[config.mk]
export PLATFORM = sky130hd
export DESIGN_NAME = wb_sdr_traffic_gen_flat
export DESIGN_NICKNAME = d
export VERILOG_FILES = /design/src/rtl/wb_sdr_traffic_gen_if.sv /design/src/rtl/wb_sdr_traffic_gen.sv /design/src/flat_wrapper.sv
export SDC_FILE = /design/constraint.sdc
export NUM_CORES = 1
export LEC_CHECK = 0
export CORE_ASPECT_RATIO = 0.9
export CORE_MARGIN = 2
export CORE_UTILIZATION = 60
export CTS_BUF_LIST = sky130_fd_sc_hd__clkbuf_2
export CTS_CLUSTER_SIZE = 12
export DETAILED_ROUTE_END_ITERATION = 10
export PLACE_DENSITY = 0.81
export SETUP_SLACK_MARGIN = 0.15
export SYNTH_ARGS = -nofsm -noshare
export SYNTH_HDL_FRONTEND = slang
export SYNTH_SLANG_ARGS = --single-unit
[constraint.sdc]
create_clock -name wb_clk_i -period 15.05 [get_ports wb_clk_i]
set_input_delay 2.2575 -clock wb_clk_i [delete_from_list [all_inputs] [get_ports wb_clk_i]]
set_output_delay 2.2575 -clock wb_clk_i [all_outputs]
set_load 0.03 [all_outputs]
[src/rtl/wb_sdr_traffic_gen_if.sv]
// rtl/wb_sdr_traffic_gen_if.sv - Wishbone burst bus between the traffic generator and the SDRAM controller slave
interface wb_sdr_traffic_gen_if #(
  parameter int DW = 32,
  parameter int AW = 26
);
  logic            wb_cyc_o;
  logic            wb_stb_o;
  logic            wb_we_o;
  logic [AW-1:0]   wb_addr_o;
  logic [DW-1:0]   wb_dat_o;
  logic [DW/8-1:0] wb_sel_o;
  logic [2:0]      wb_cti_o;
  logic            wb_ack_i;
  logic [DW-1:0]   wb_dat_i;

  modport master (
    output wb_cyc_o, wb_stb_o, wb_we_o, wb_addr_o, wb_dat_o, wb_sel_o, wb_cti_o,
    input  wb_ack_i, wb_dat_i
  );

  modport slave (
    input  wb_cyc_o, wb_stb_o, wb_we_o, wb_addr_o, wb_dat_o, wb_sel_o, wb_cti_o,
    output wb_ack_i, wb_dat_i
  );
endinterface

[src/rtl/wb_sdr_traffic_gen.sv]
// rtl/wb_sdr_traffic_gen.sv - Wishbone burst master writing LFSR-keyed groups and checking the read-back
module wb_sdr_traffic_gen #(
  parameter int          DW      = 32,
  parameter int          AW      = 26,
  parameter int          BLW     = 4,
  parameter int          QDEPTH  = 8,
  parameter int          TIMEOUT = 1024,
  parameter logic [31:0] SEED    = 32'hACE1
) (
  input  logic                 wb_clk_i,
  input  logic                 wb_rst_i,
  input  logic                 start,
  input  logic [1:0]           mode,
  input  logic [AW-1:0]        cfg_base_addr,
  input  logic [AW-1:0]        cfg_addr_mask,
  input  logic [BLW-1:0]       cfg_bl_mask,
  input  logic [3:0]           cfg_group,
  input  logic [15:0]          cfg_num_iter,
  output logic                 busy,
  output logic                 done,
  output logic                 timeout_err,
  output logic [31:0]          err_cnt,
  output logic [AW-1:0]        first_err_addr,
  wb_sdr_traffic_gen_if.master wb
);
  localparam int          NB   = DW / 8;
  localparam int          LSB  = $clog2(NB);
  localparam int          QAW  = $clog2(QDEPTH);
  localparam int          TW   = $clog2(TIMEOUT + 1);
  localparam logic [31:0] TAPS = 32'h8020_0003;

  typedef enum logic [2:0] {S_IDLE, S_GEN, S_WR, S_POP, S_RD, S_DONE} state_t;

  typedef struct packed {
    logic [AW-1:0] addr;
    logic [BLW:0]  bl;
    logic [31:0]   key;
  } desc_t;

  state_t         state, state_nxt;
  desc_t          q_mem [QDEPTH];
  logic [QAW-1:0] q_wr_ptr, q_rd_ptr;
  logic [QAW:0]   q_count;

  logic [1:0]     mode_r;
  logic [AW-1:0]  base_r, mask_r, offset;
  logic [BLW-1:0] blm_r;
  logic [QAW:0]   grp_r, grp_clamped;
  logic [15:0]    iter_r;
  logic [31:0]    lfsr, lfsr_next;

  logic [AW-1:0]  cur_addr;
  logic [BLW:0]   beats_left;
  logic [31:0]    cur_key;
  logic [TW-1:0]  wait_cnt;

  logic [AW-1:0]  gen_addr;
  logic [BLW:0]   gen_bl;
  logic [DW-1:0]  pattern;
  logic           in_burst, beat_ack, last_beat, timeout_hit, accept_start;

  assign in_burst     = (state == S_WR) || (state == S_RD);
  assign beat_ack     = in_burst && wb.wb_ack_i;
  assign last_beat    = (beats_left == (BLW+1)'(1));
  assign timeout_hit  = in_burst && !wb.wb_ack_i && (wait_cnt == TW'(TIMEOUT));
  assign accept_start = start && ((state == S_IDLE) || (state == S_DONE));
  assign pattern      = DW'(cur_key) ^ DW'(cur_addr);
  assign lfsr_next    = lfsr[0] ? ((lfsr >> 1) ^ TAPS) : (lfsr >> 1);

  always_comb begin
    grp_clamped = (QAW+1)'(cfg_group);
    if (cfg_group == 4'd0)
      grp_clamped = (QAW+1)'(1);
    else if (32'(cfg_group) > QDEPTH)
      grp_clamped = (QAW+1)'(QDEPTH);
  end

  // Random mode aligns the final sum so every beat stays on a full-width lane boundary.
  always_comb begin
    gen_addr = base_r;
    gen_bl   = (BLW+1)'(blm_r) + (BLW+1)'(1);
    case (mode_r)
      2'b00: gen_addr = base_r;
      2'b01: gen_addr = base_r + (offset & mask_r);
      default: begin
        gen_addr = (base_r + (AW'(lfsr) & mask_r)) & ~AW'(NB - 1);
        gen_bl   = (BLW+1)'(lfsr[BLW-1:0] & blm_r) + (BLW+1)'(1);
      end
    endcase
  end

  always_ff @(posedge wb_clk_i) begin
    if (wb_rst_i) state <= S_IDLE;
    else          state <= state_nxt;
  end

  always_comb begin
    state_nxt       = state;
    busy            = (state != S_IDLE) && (state != S_DONE);
    wb.wb_cyc_o     = in_burst;
    wb.wb_stb_o     = in_burst;
    wb.wb_we_o      = (state == S_WR);
    wb.wb_sel_o     = in_burst ? '1 : '0;
    wb.wb_cti_o     = !in_burst ? 3'b000 : (last_beat ? 3'b111 : 3'b010);
    wb.wb_addr_o    = cur_addr;
    wb.wb_dat_o     = (state == S_WR) ? pattern : '0;
    case (state)
      S_IDLE, S_DONE: begin
        state_nxt = S_IDLE;
        if (accept_start) state_nxt = (cfg_num_iter == 16'd0) ? S_DONE : S_GEN;
      end
      S_GEN: state_nxt = S_WR;
      S_WR: begin
        if (beat_ack && last_beat)
          state_nxt = (q_count == grp_r || q_count == (QAW+1)'(QDEPTH)) ? S_POP : S_GEN;
        else if (timeout_hit)
          state_nxt = S_DONE;
      end
      S_POP: state_nxt = S_RD;
      S_RD: begin
        if (beat_ack && last_beat) begin
          if (q_count != '0)               state_nxt = S_POP;
          else if (iter_r == 16'd1)        state_nxt = S_DONE;
          else                             state_nxt = S_GEN;
        end else if (timeout_hit) begin
          state_nxt = S_DONE;
        end
      end
      default: state_nxt = S_IDLE;
    endcase
  end

  always_ff @(posedge wb_clk_i) begin
    if (state == S_GEN) q_mem[q_wr_ptr] <= '{addr: gen_addr, bl: gen_bl, key: lfsr};
  end

  always_ff @(posedge wb_clk_i) begin
    if (wb_rst_i) begin
      done           <= 1'b0;
      timeout_err    <= 1'b0;
      err_cnt        <= '0;
      first_err_addr <= '0;
      mode_r         <= '0;
      base_r         <= '0;
      mask_r         <= '0;
      blm_r          <= '0;
      grp_r          <= '0;
      iter_r         <= '0;
      offset         <= '0;
      lfsr           <= SEED;
      q_wr_ptr       <= '0;
      q_rd_ptr       <= '0;
      q_count        <= '0;
      cur_addr       <= '0;
      beats_left     <= '0;
      cur_key        <= '0;
      wait_cnt       <= '0;
    end else begin
      if (accept_start) begin
        mode_r         <= mode;
        base_r         <= cfg_base_addr;
        mask_r         <= cfg_addr_mask;
        blm_r          <= cfg_bl_mask;
        grp_r          <= grp_clamped;
        iter_r         <= cfg_num_iter;
        offset         <= '0;
        timeout_err    <= 1'b0;
        err_cnt        <= '0;
        first_err_addr <= '0;
        done           <= (cfg_num_iter == 16'd0);
      end else if (state_nxt == S_DONE && state != S_DONE) begin
        done <= 1'b1;
      end

      if (in_burst && !wb.wb_ack_i) wait_cnt <= wait_cnt + TW'(1);
      else                          wait_cnt <= '0;

      if (state == S_GEN) begin
        cur_addr   <= gen_addr;
        beats_left <= gen_bl;
        cur_key    <= lfsr;
        lfsr       <= lfsr_next;
        q_wr_ptr   <= q_wr_ptr + QAW'(1);
        q_count    <= q_count + (QAW+1)'(1);
        if (mode_r == 2'b01) offset <= offset + (AW'(gen_bl) << LSB);
      end

      if (state == S_POP) begin
        cur_addr   <= q_mem[q_rd_ptr].addr;
        beats_left <= q_mem[q_rd_ptr].bl;
        cur_key    <= q_mem[q_rd_ptr].key;
        q_rd_ptr   <= q_rd_ptr + QAW'(1);
        q_count    <= q_count - (QAW+1)'(1);
      end

      if (beat_ack) begin
        cur_addr   <= cur_addr + AW'(NB);
        beats_left <= beats_left - (BLW+1)'(1);
        if (state == S_RD && wb.wb_dat_i != pattern) begin
          if (err_cnt == 32'd0)           first_err_addr <= cur_addr;
          if (err_cnt != 32'hFFFF_FFFF)   err_cnt <= err_cnt + 32'd1;
        end
        if (state == S_RD && last_beat && q_count == '0) iter_r <= iter_r - 16'd1;
      end

      // An abandoned burst leaves stale descriptors behind; drop them so the next run starts clean.
      if (timeout_hit) begin
        timeout_err <= 1'b1;
        q_wr_ptr    <= '0;
        q_rd_ptr    <= '0;
        q_count     <= '0;
      end
    end
  end
endmodule

[src/flat_wrapper.sv]
// flat-port wrapper written by rule: the top's interface ports become plain ports
module wb_sdr_traffic_gen_flat 
#(
  parameter int          DW      = 32,
  parameter int          AW      = 26,
  parameter int          BLW     = 4,
  parameter int          QDEPTH  = 8,
  parameter int          TIMEOUT = 1024,
  parameter logic [31:0] SEED    = 32'hACE1
)
  (wb_clk_i, wb_rst_i, start, mode, cfg_base_addr, cfg_addr_mask, cfg_bl_mask, cfg_group, cfg_num_iter, busy, done, timeout_err, err_cnt, first_err_addr, wb_wb_cyc_o, wb_wb_stb_o, wb_wb_we_o, wb_wb_addr_o, wb_wb_dat_o, wb_wb_sel_o, wb_wb_cti_o, wb_wb_ack_i, wb_wb_dat_i);
  wb_sdr_traffic_gen_if #(.DW(DW), .AW(AW)) wb_i ();
  input  logic wb_clk_i;
  input  logic wb_rst_i;
  input  logic start;
  input  logic [1:0] mode;
  input  logic [AW-1:0] cfg_base_addr;
  input  logic [AW-1:0] cfg_addr_mask;
  input  logic [BLW-1:0] cfg_bl_mask;
  input  logic [3:0] cfg_group;
  input  logic [15:0] cfg_num_iter;
  output logic busy;
  output logic done;
  output logic timeout_err;
  output logic [31:0] err_cnt;
  output logic [AW-1:0] first_err_addr;
  output wire logic [$bits(wb_i.wb_cyc_o)-1:0] wb_wb_cyc_o;
  output wire logic [$bits(wb_i.wb_stb_o)-1:0] wb_wb_stb_o;
  output wire logic [$bits(wb_i.wb_we_o)-1:0] wb_wb_we_o;
  output wire logic [$bits(wb_i.wb_addr_o)-1:0] wb_wb_addr_o;
  output wire logic [$bits(wb_i.wb_dat_o)-1:0] wb_wb_dat_o;
  output wire logic [$bits(wb_i.wb_sel_o)-1:0] wb_wb_sel_o;
  output wire logic [$bits(wb_i.wb_cti_o)-1:0] wb_wb_cti_o;
  input wire logic [$bits(wb_i.wb_ack_i)-1:0] wb_wb_ack_i;
  input wire logic [$bits(wb_i.wb_dat_i)-1:0] wb_wb_dat_i;
  assign wb_wb_cyc_o = wb_i.wb_cyc_o;
  assign wb_wb_stb_o = wb_i.wb_stb_o;
  assign wb_wb_we_o = wb_i.wb_we_o;
  assign wb_wb_addr_o = wb_i.wb_addr_o;
  assign wb_wb_dat_o = wb_i.wb_dat_o;
  assign wb_wb_sel_o = wb_i.wb_sel_o;
  assign wb_wb_cti_o = wb_i.wb_cti_o;
  assign wb_i.wb_ack_i = wb_wb_ack_i;
  assign wb_i.wb_dat_i = wb_wb_dat_i;
  wb_sdr_traffic_gen #(.DW(DW), .AW(AW), .BLW(BLW), .QDEPTH(QDEPTH), .TIMEOUT(TIMEOUT), .SEED(SEED)) u_core (.wb_clk_i(wb_clk_i), .wb_rst_i(wb_rst_i), .start(start), .mode(mode), .cfg_base_addr(cfg_base_addr), .cfg_addr_mask(cfg_addr_mask), .cfg_bl_mask(cfg_bl_mask), .cfg_group(cfg_group), .cfg_num_iter(cfg_num_iter), .busy(busy), .done(done), .timeout_err(timeout_err), .err_cnt(err_cnt), .first_err_addr(first_err_addr), .wb(wb_i));
endmodule
==> results_dict.tcl, run 1 <==
set metrics [dict create \
    status "complete, no violations" \
    grt_util_all_layers 0.338 \
    number_of_synthesized_register_bits 790 \
    postCtsSetupRepairBufs 0 \
    post_cts.resized_instances 0 \
    cp_max_fo 34 \
    min_period_over_period 0.424 \
    min_from "u_core.iter_r[6]" \
    chipWidth_um 265 \
    clk_transition_reported_paths_ns 0.10 \
    seqCellArea_um2 20900 \
    worstSetupPathType "flop to output pin" \
    worst-endpoint-arrival_ns 4.13 \
    gpl.final_weighted_congestion 0.922 \
    totalPowerFinal_mw 4.40 \
    synth.top_cell.area_share 0.413 \
    relSlewSlack 0.0966 \
    drtPass1Iterations 6 \
    place_hpwl_mm 69.9 \
    max_cap_violations 0 \
    area_taken_by_multi_input_logic_gates_um2 14900 \
    tritoncts "done" \
    drt_iter0_markers 3214 \
    power.leakage_nw 14.4 \
    worst_skew_pair.late_latency_ns 1.42 \
    syn-num-nets 3242 \
    pins_over_slew_limit 0 \
    grt_start_max_net_pins 89 \
    drc_errors 0 \
    hold_class "flop to flop" \
    mappedNetlistArea_um2 36700 \
    num_vias 27605 \
    cts.sinks 790 \
    syn2layout_area_growth_pct 13.5 \
    r2r_setup_slack_ns 10.54 \
    std_cell_rows 85 \
    number_of_inserted_filler_cells_in_the_final_layout 4247 \
    tritoncts.num_buffers 188 \
    period_minus_slack_ns 6.39 \
    holdPathEnd "u_core.iter_r[6]" \
    finish.cell_count_without_fillers 4292 \
    antenna_found_initial 9 \
    boundary_pins 243 \
    final_layout_size_suffix_gt1_frac 0.154 \
    netlist_instances 3057 \
    r2r.worst_path.cells 14 \
    dpl.cell_count 3939 \
    groute.layer.met3.usage 0.0996 \
    grt_util_met2 0.519 \
    yosys.area_share.adder 0.0248 \
    post-synth-top-area-cell "edfxtp_1" \
    cts_hold_buf 0 \
    min_path_cells 2 \
    crit_path_start_kind "flop" \
    post_synth_num_cell_types 97 \
    yosys.area_share.xor_xnor 0.0396 \
    gr_overflow_total 0 \
    grtUsageMet1 0.448 \
    timing.critical_path.to_type "output pin" \
    synth_area_in_simple_gates 0.127 \
    initial_utilization 0.610 \
    synthMuxAreaShare 0.0993 \
    timing.rr.end "u_core.offset[25]" \
    synth_top_family_by_area "simple AND/OR/NAND/NOR gates" \
    irDropWorstVdd_mv 0.0801 \
    viasPerCell 6.43 \
    max_slew.worst_pin.slew_ns 1.34 \
    async_flop_share 0 \
    port_buffers 242 \
    timing.final.setup_violations 0 \
    synth_ff_type "edfxtp_1" \
    routedWlPerCell_um 25.0 \
    design.die.area_um2 63100 \
    synth.yosys.seq_area_share 0.569 \
    global_route.peak_usage_layer "met2" \
    grt_first_pass_wirelength_mm 160 \
    nNetsFinal 3531 \
    clock-root-buffer "clkbuf_2" \
    synth-edff-count 504 \
    core_area_um2 60100 \
    synthesized_area_divided_by_synthesized_cell_count_um2 12.0 \
    ys.warnings.count 0 \
    grt_pass1_vias 26813 \
    r2r_start "u_core.mode_r[1]" \
    finalHoldViolCount 0 \
    ctsLongestPathBuffers 3 \
    share_of_the_synthesized_area_in_compound_gates_ao_oa_aoi_oai 0.113 \
    synth.top_cells.by_area "edfxtp_1 (41%), dfxtp_1 (16%), mux4_2 (7.7%)" \
    rsz0062_at_grt "no" \
    detail-route-antenna-nets 0 \
    layout_skew_ns 0.117 \
    finalSetupTns_ns 0 \
    htreeDepth 4 \
    worst-endpoint-required_ns 12.79 \
    cellPowerDensity_nw_per_um2 106 \
    die_height_um 239 \
    routed_wirelength_mm 107 \
    maxClockFrequency_ghz 0.157 \
]
how the worst max path moves through the flow:
stage	start	to	slack, ns	cells after the start
2_1_floorplan	u_core.state[0]	u_core.q_mem[1][0]	6.59	7
5_1_grt	u_core.state[1]	wb_wb_cyc_o	8.53	3
6_report	u_core.state[1]	wb_wb_cyc_o	8.66	3
4_1_cts	u_core.state[1]	wb_wb_cyc_o	8.64	3
3_3_place_gp	wb_wb_dat_i[14]	u_core.err_cnt[2]	9.55	9
3_5_place_dp	wb_wb_dat_i[5]	u_core.err_cnt[26]	9.42	9
report_power, final:
part           leakage (nW)  total, mW  internal, mW  switching, mW
combinational          6.09      0.478         0.180          0.297
clock                  1.38       1.49         0.621          0.865
sequential             6.98       2.43          2.36         0.0708
total                  14.4       4.40          3.16           1.23
state kept, by name, indices dropped and copies added (netlist names), 4 cells and up, named ones only:
name,flops
u_core.first_err_addr,26
u_core.beats_left,5
u_core.q_mem,504
u_core.wait_cnt,11
u_core.q_count,4
u_core.grp_r,4
u_core.err_cnt,32
u_core.wb.wb_addr_o,26
u_core.base_r,26
u_core.mask_r,26
u_core.blm_r,4
u_core.iter_r,16
u_core.cur_key,32
u_core.offset,26
u_core.lfsr,32
worst max-delay path, stage by stage, from the launching register on:
cell and delay [ns]:
dfxtp_4 0.70, xnor2_1 0.27, nor2_1 0.89, clkdlybuf4s50_1 0.91
routing by layer:
metal	up-vias	wire, um
met5	-	28
met3	287	13700
met4	6	4180
met2	1735	48700
met1	13391	40700
li1	12186	-
cells in the mapped netlist (33+ instances only):
cell and instances:
edfxtp_1 504, nand2_1 331, a21oi_1 291, dfxtp_1 286, nor2_1 236, clkbuf_1 138
mux4_2 126, o21ai_0 100, xnor2_1 81, mux2i_1 77, and2_1 68, ha_1 68
nor3_1 57, nand3_1 56, a211oi_1 55, inv_1 39, buf_2 37, a21o_1 35
and3_1 33
metrics by stage:
step | hold WS (ns) | setup WS [ns] | instance area, um2 | utilization
2_1_floorplan | 0.433 | 6.59 | 36700 | -
3_3_place_gp | 0.446 | 9.55 | 39700 | 0.661
3_5_place_dp | 0.453 | 9.42 | 39700 | 0.661
4_1_cts | 0.468 | 8.64 | 41600 | 0.692
5_1_grt | 0.477 | 8.53 | 41600 | 0.692
6_report | 0.466 | 8.66 | 41600 | 0.693
kinds of logic (layout without fill, tap and decap cells):
logic type      after synthesis  after routing
xor+xnor                    128            128
fa+ha+maj                    71             71
flops                       790            790
simple gates                967            967
other cells                   0              6
mux                         206            206
buf+inv                     241            687
compound gates              654            654
layout make-up:
cell class / count / area share
flip-flops and latches: 790 / 0.502
multi-input cells: 2026 / 0.357
repair buffers: 298 / 0.0687
clock buffers: 282 / 0.0339
well taps: 783 / 0.0235
clock inverters: 65 / 0.0106
inverters: 42 / 0.00379
diodes: 6 / 0.000361
placed cells by master, fill, tap and decap left out, types with 56 or more instances in the layout:
cell type | netlist | final
ha_1 | 68 | 68
nor2_1 | 236 | 234
nand2_1 | 331 | 329
clkdlybuf4s50_1 | 0 | 241
o21ai_0 | 100 | 99
and2_1 | 68 | 67
mux4_2 | 126 | 126
mux2i_1 | 77 | 77
a21oi_1 | 291 | 291
nand3_1 | 56 | 56
xnor2_1 | 81 | 81
edfxtp_1 | 504 | 504
clkbuf_2 | 1 | 282
dfxtp_1 | 286 | 282
Note: power is estimated with default switching activity, not from simulation.
==> inputs of run 2 (changes only) <==
--- a/config.mk
+++ b/config.mk
@@ -7,11 +7,11 @@
 export LEC_CHECK = 0
 export CORE_ASPECT_RATIO = 0.9
 export CORE_MARGIN = 2
-export CORE_UTILIZATION = 60
+export CORE_UTILIZATION = 56
 export CTS_BUF_LIST = sky130_fd_sc_hd__clkbuf_2
 export CTS_CLUSTER_SIZE = 12
 export DETAILED_ROUTE_END_ITERATION = 10
-export PLACE_DENSITY = 0.81
+export PLACE_DENSITY = 0.79
 export SETUP_SLACK_MARGIN = 0.15
 export SYNTH_ARGS = -nofsm -noshare
 export SYNTH_HDL_FRONTEND = slang
==> constraint.sdc (replaced) <==
create_clock -name wb_clk_i -period 5.2 [get_ports wb_clk_i]
set_input_delay 0.78 -clock wb_clk_i [delete_from_list [all_inputs] [get_ports wb_clk_i]]
set_output_delay 0.78 -clock wb_clk_i [all_outputs]
set_load 0.03 [all_outputs]
==> results_dict.tcl, run 2 (same netlist as run 1, synthesis figures left out) <==
set metrics [dict create \
    combinational_power_share 0.118 \
    htreeDepth 4 \
    min_period_over_period 0.921 \
    grt_start_max_net_pins 96 \
    die_height_um 247 \
    chipWidth_um 274 \
    final.hold.worst_slack_ns 0.163 \
    status "complete, no violations" \
    tritoncts.num_buffers 185 \
    power.leakage_nw 14.9 \
    timing.final.setup_violations 0 \
    internal-power_mw 8.94 \
    tritoncts "done" \
    grt_first_pass_wirelength_mm 161 \
    registers.top_by_ff_count "u_core.q_mem" \
    cp_max_fo 6 \
    finalHoldViolCount 0 \
    post_route_setup_slack_ns 0.412 \
    layout.cells.most_common "edfxtp_1" \
    largest_register_ff_count 504 \
    rsz0062_at_grt "no" \
    hold_class "input port to flop" \
    worst-endpoint-arrival_ns 4.01 \
    crit_path_start_kind "flop" \
    clk_transition_reported_paths_ns 0.11 \
    most-common-layout-cells "edfxtp_1 (504), nand2_1 (329), a21oi_1 (291)" \
    grt_pass1_vias 27478 \
    num_vias 28121 \
    grt_util_all_layers 0.320 \
    gpl.final_weighted_congestion 0.947 \
    timing.rr.end "u_core.q_mem[2][60]" \
    p_sw_frac 0.288 \
    routedWlPerCell_um 24.4 \
    port_buffers 242 \
    drt_iter0_markers 3224 \
    worst_skew_pair.late_latency_ns 1.43 \
    postCtsSetupRepairBufs 0 \
    max_cap_violations 0 \
    cellPowerDensity_nw_per_um2 295 \
    nNetsFinal 3636 \
    pwr-share-seq 0.559 \
    finish.utilization 0.662 \
    cts.sinks 790 \
    boundary_pins 243 \
    layout_skew_ns 0.115 \
    place_hpwl_mm 71.9 \
    pins_over_slew_limit 0 \
    r2r.worst_path.cells 10 \
    min_path_cells 3 \
    relSlewSlack 0.123 \
    routed_wirelength_mm 109 \
    core_area_um2 64400 \
    std_cell_rows 88 \
    viasPerCell 6.29 \
    clock_power_share 0.323 \
    syn2layout_area_growth_pct 16.2 \
    final_layout_size_suffix_gt1_frac 0.158 \
    drc_errors 0 \
    maxClockFrequency_ghz 0.209 \
    stdcell_area_um2 42600 \
    timing.critical_path.to_type "output pin" \
    total_cell_area_at_the_placement_stage_um2 40100 \
    dpl_worst_slack_ns 0.912 \
    antenna_found_initial 10 \
    worst-endpoint-required_ns 4.42 \
    p_switching_mw 3.62 \
    initial_utilization 0.569 \
    min_from "cfg_num_iter[1]" \
    ctsLongestPathBuffers 3 \
    r2r_setup_slack_ns 1.29 \
    irDropWorstVdd_mv 0.205 \
    design.die.area_um2 67500 \
    r2r_start "u_core.lfsr[4]" \
    holdPathEnd "u_core.iter_r[1]" \
    clock-root-buffer "clkbuf_2" \
    max_slew.worst_pin.slew_ns 1.31 \
    period_minus_slack_ns 4.79 \
    detail-route-antenna-nets 0 \
    worstSetupPathType "flop to output pin" \
    drtPass1Iterations 6 \
    gr_overflow_total 0 \
]
-- run 2: changes by cell type in the layout (fill, tap and decap cells not counted), moves of 2 or more --
cell           change
clkinvlp_4         +2
clkbuf_2          -10
buf_4             +30
clkinv_2          +11
bufinv_16          -5
clkinv_1           -4
inv_6              +2
dlygate4sd3_1     +78
-- run 2: final cells by class --
class	instances	area (um2)
fill	4696	21800
sequential	790	20900
multi-input combinational	2026	14900
timing repair buffer	406	3860
clock buffer	272	1360
tap	855	1070
clock inverter	73	383
inverter	42	158
antenna	5	12.5
-- run 2: critical path, stage by stage, from the launching register on --
cell and delay, ns:
dfxtp_1 0.46, ha_1 0.18, or4b_1 0.66, nor3_1 0.56, clkdlybuf4s50_1 0.80
-- run 2: how the worst max path moves through the flow --
| stage | startpoint | endpoint | slack, ns | cells after the start |
|---|---|---|---|---|
| 3_3_place_gp | wb_wb_dat_i[19] | u_core.err_cnt[2] | 1.08 | 9 |
| 2_1_floorplan | u_core.state[0] | u_core.q_mem[6][0] | -1.36 | 6 |
| 6_report | u_core.beats_left[0] | wb_wb_cti_o[0] | 0.41 | 4 |
| 4_1_cts | u_core.state[1] | wb_wb_sel_o[1] | 0.23 | 3 |
| 3_5_place_dp | wb_wb_dat_i[19] | u_core.err_cnt[26] | 0.91 | 9 |
| 5_1_grt | u_core.state[1] | wb_wb_dat_o[26] | 0.23 | 5 |
-- run 2: stage by stage --
step / total power, mW / setup TNS [ns] / cells
CTS: 12.6 / 0 / 4464
global route: 13.0 / 0 / 4466
detailed placement: 8.56 / 0 / 4041
global placement: 8.51 / 0 / 4041
finish: 12.6 / 0 / 4469
floorplan: 7.94 / -360.45 / 3057
-- run 2: power by group through the flow --
stage	logic (mW)	registers, mW	clock network (mW)
after floorplan	0.835	7.11	0
after global placement	1.36	7.14	0
after detailed placement	1.40	7.15	0
after CTS	1.46	7.01	4.12
after global routing	1.57	7.03	4.44
final	1.49	7.02	4.06
-- run 2: metal layers --
layer,vias to the layer above,wire (um),global-route usage
li1,12368,-,-
met5,-,22,0
met1,13735,42000,0.421
met4,4,4370,0.149
met3,269,13300,0.0845
met2,1745,49300,0.497
-- run 2: repair_timing --
item | CTS | global route
hold endpoints to repair | 116 | 0
hold buffers | 78 | 0
setup endpoints to repair | 0 | 7
gates resized for setup | 0 | 1
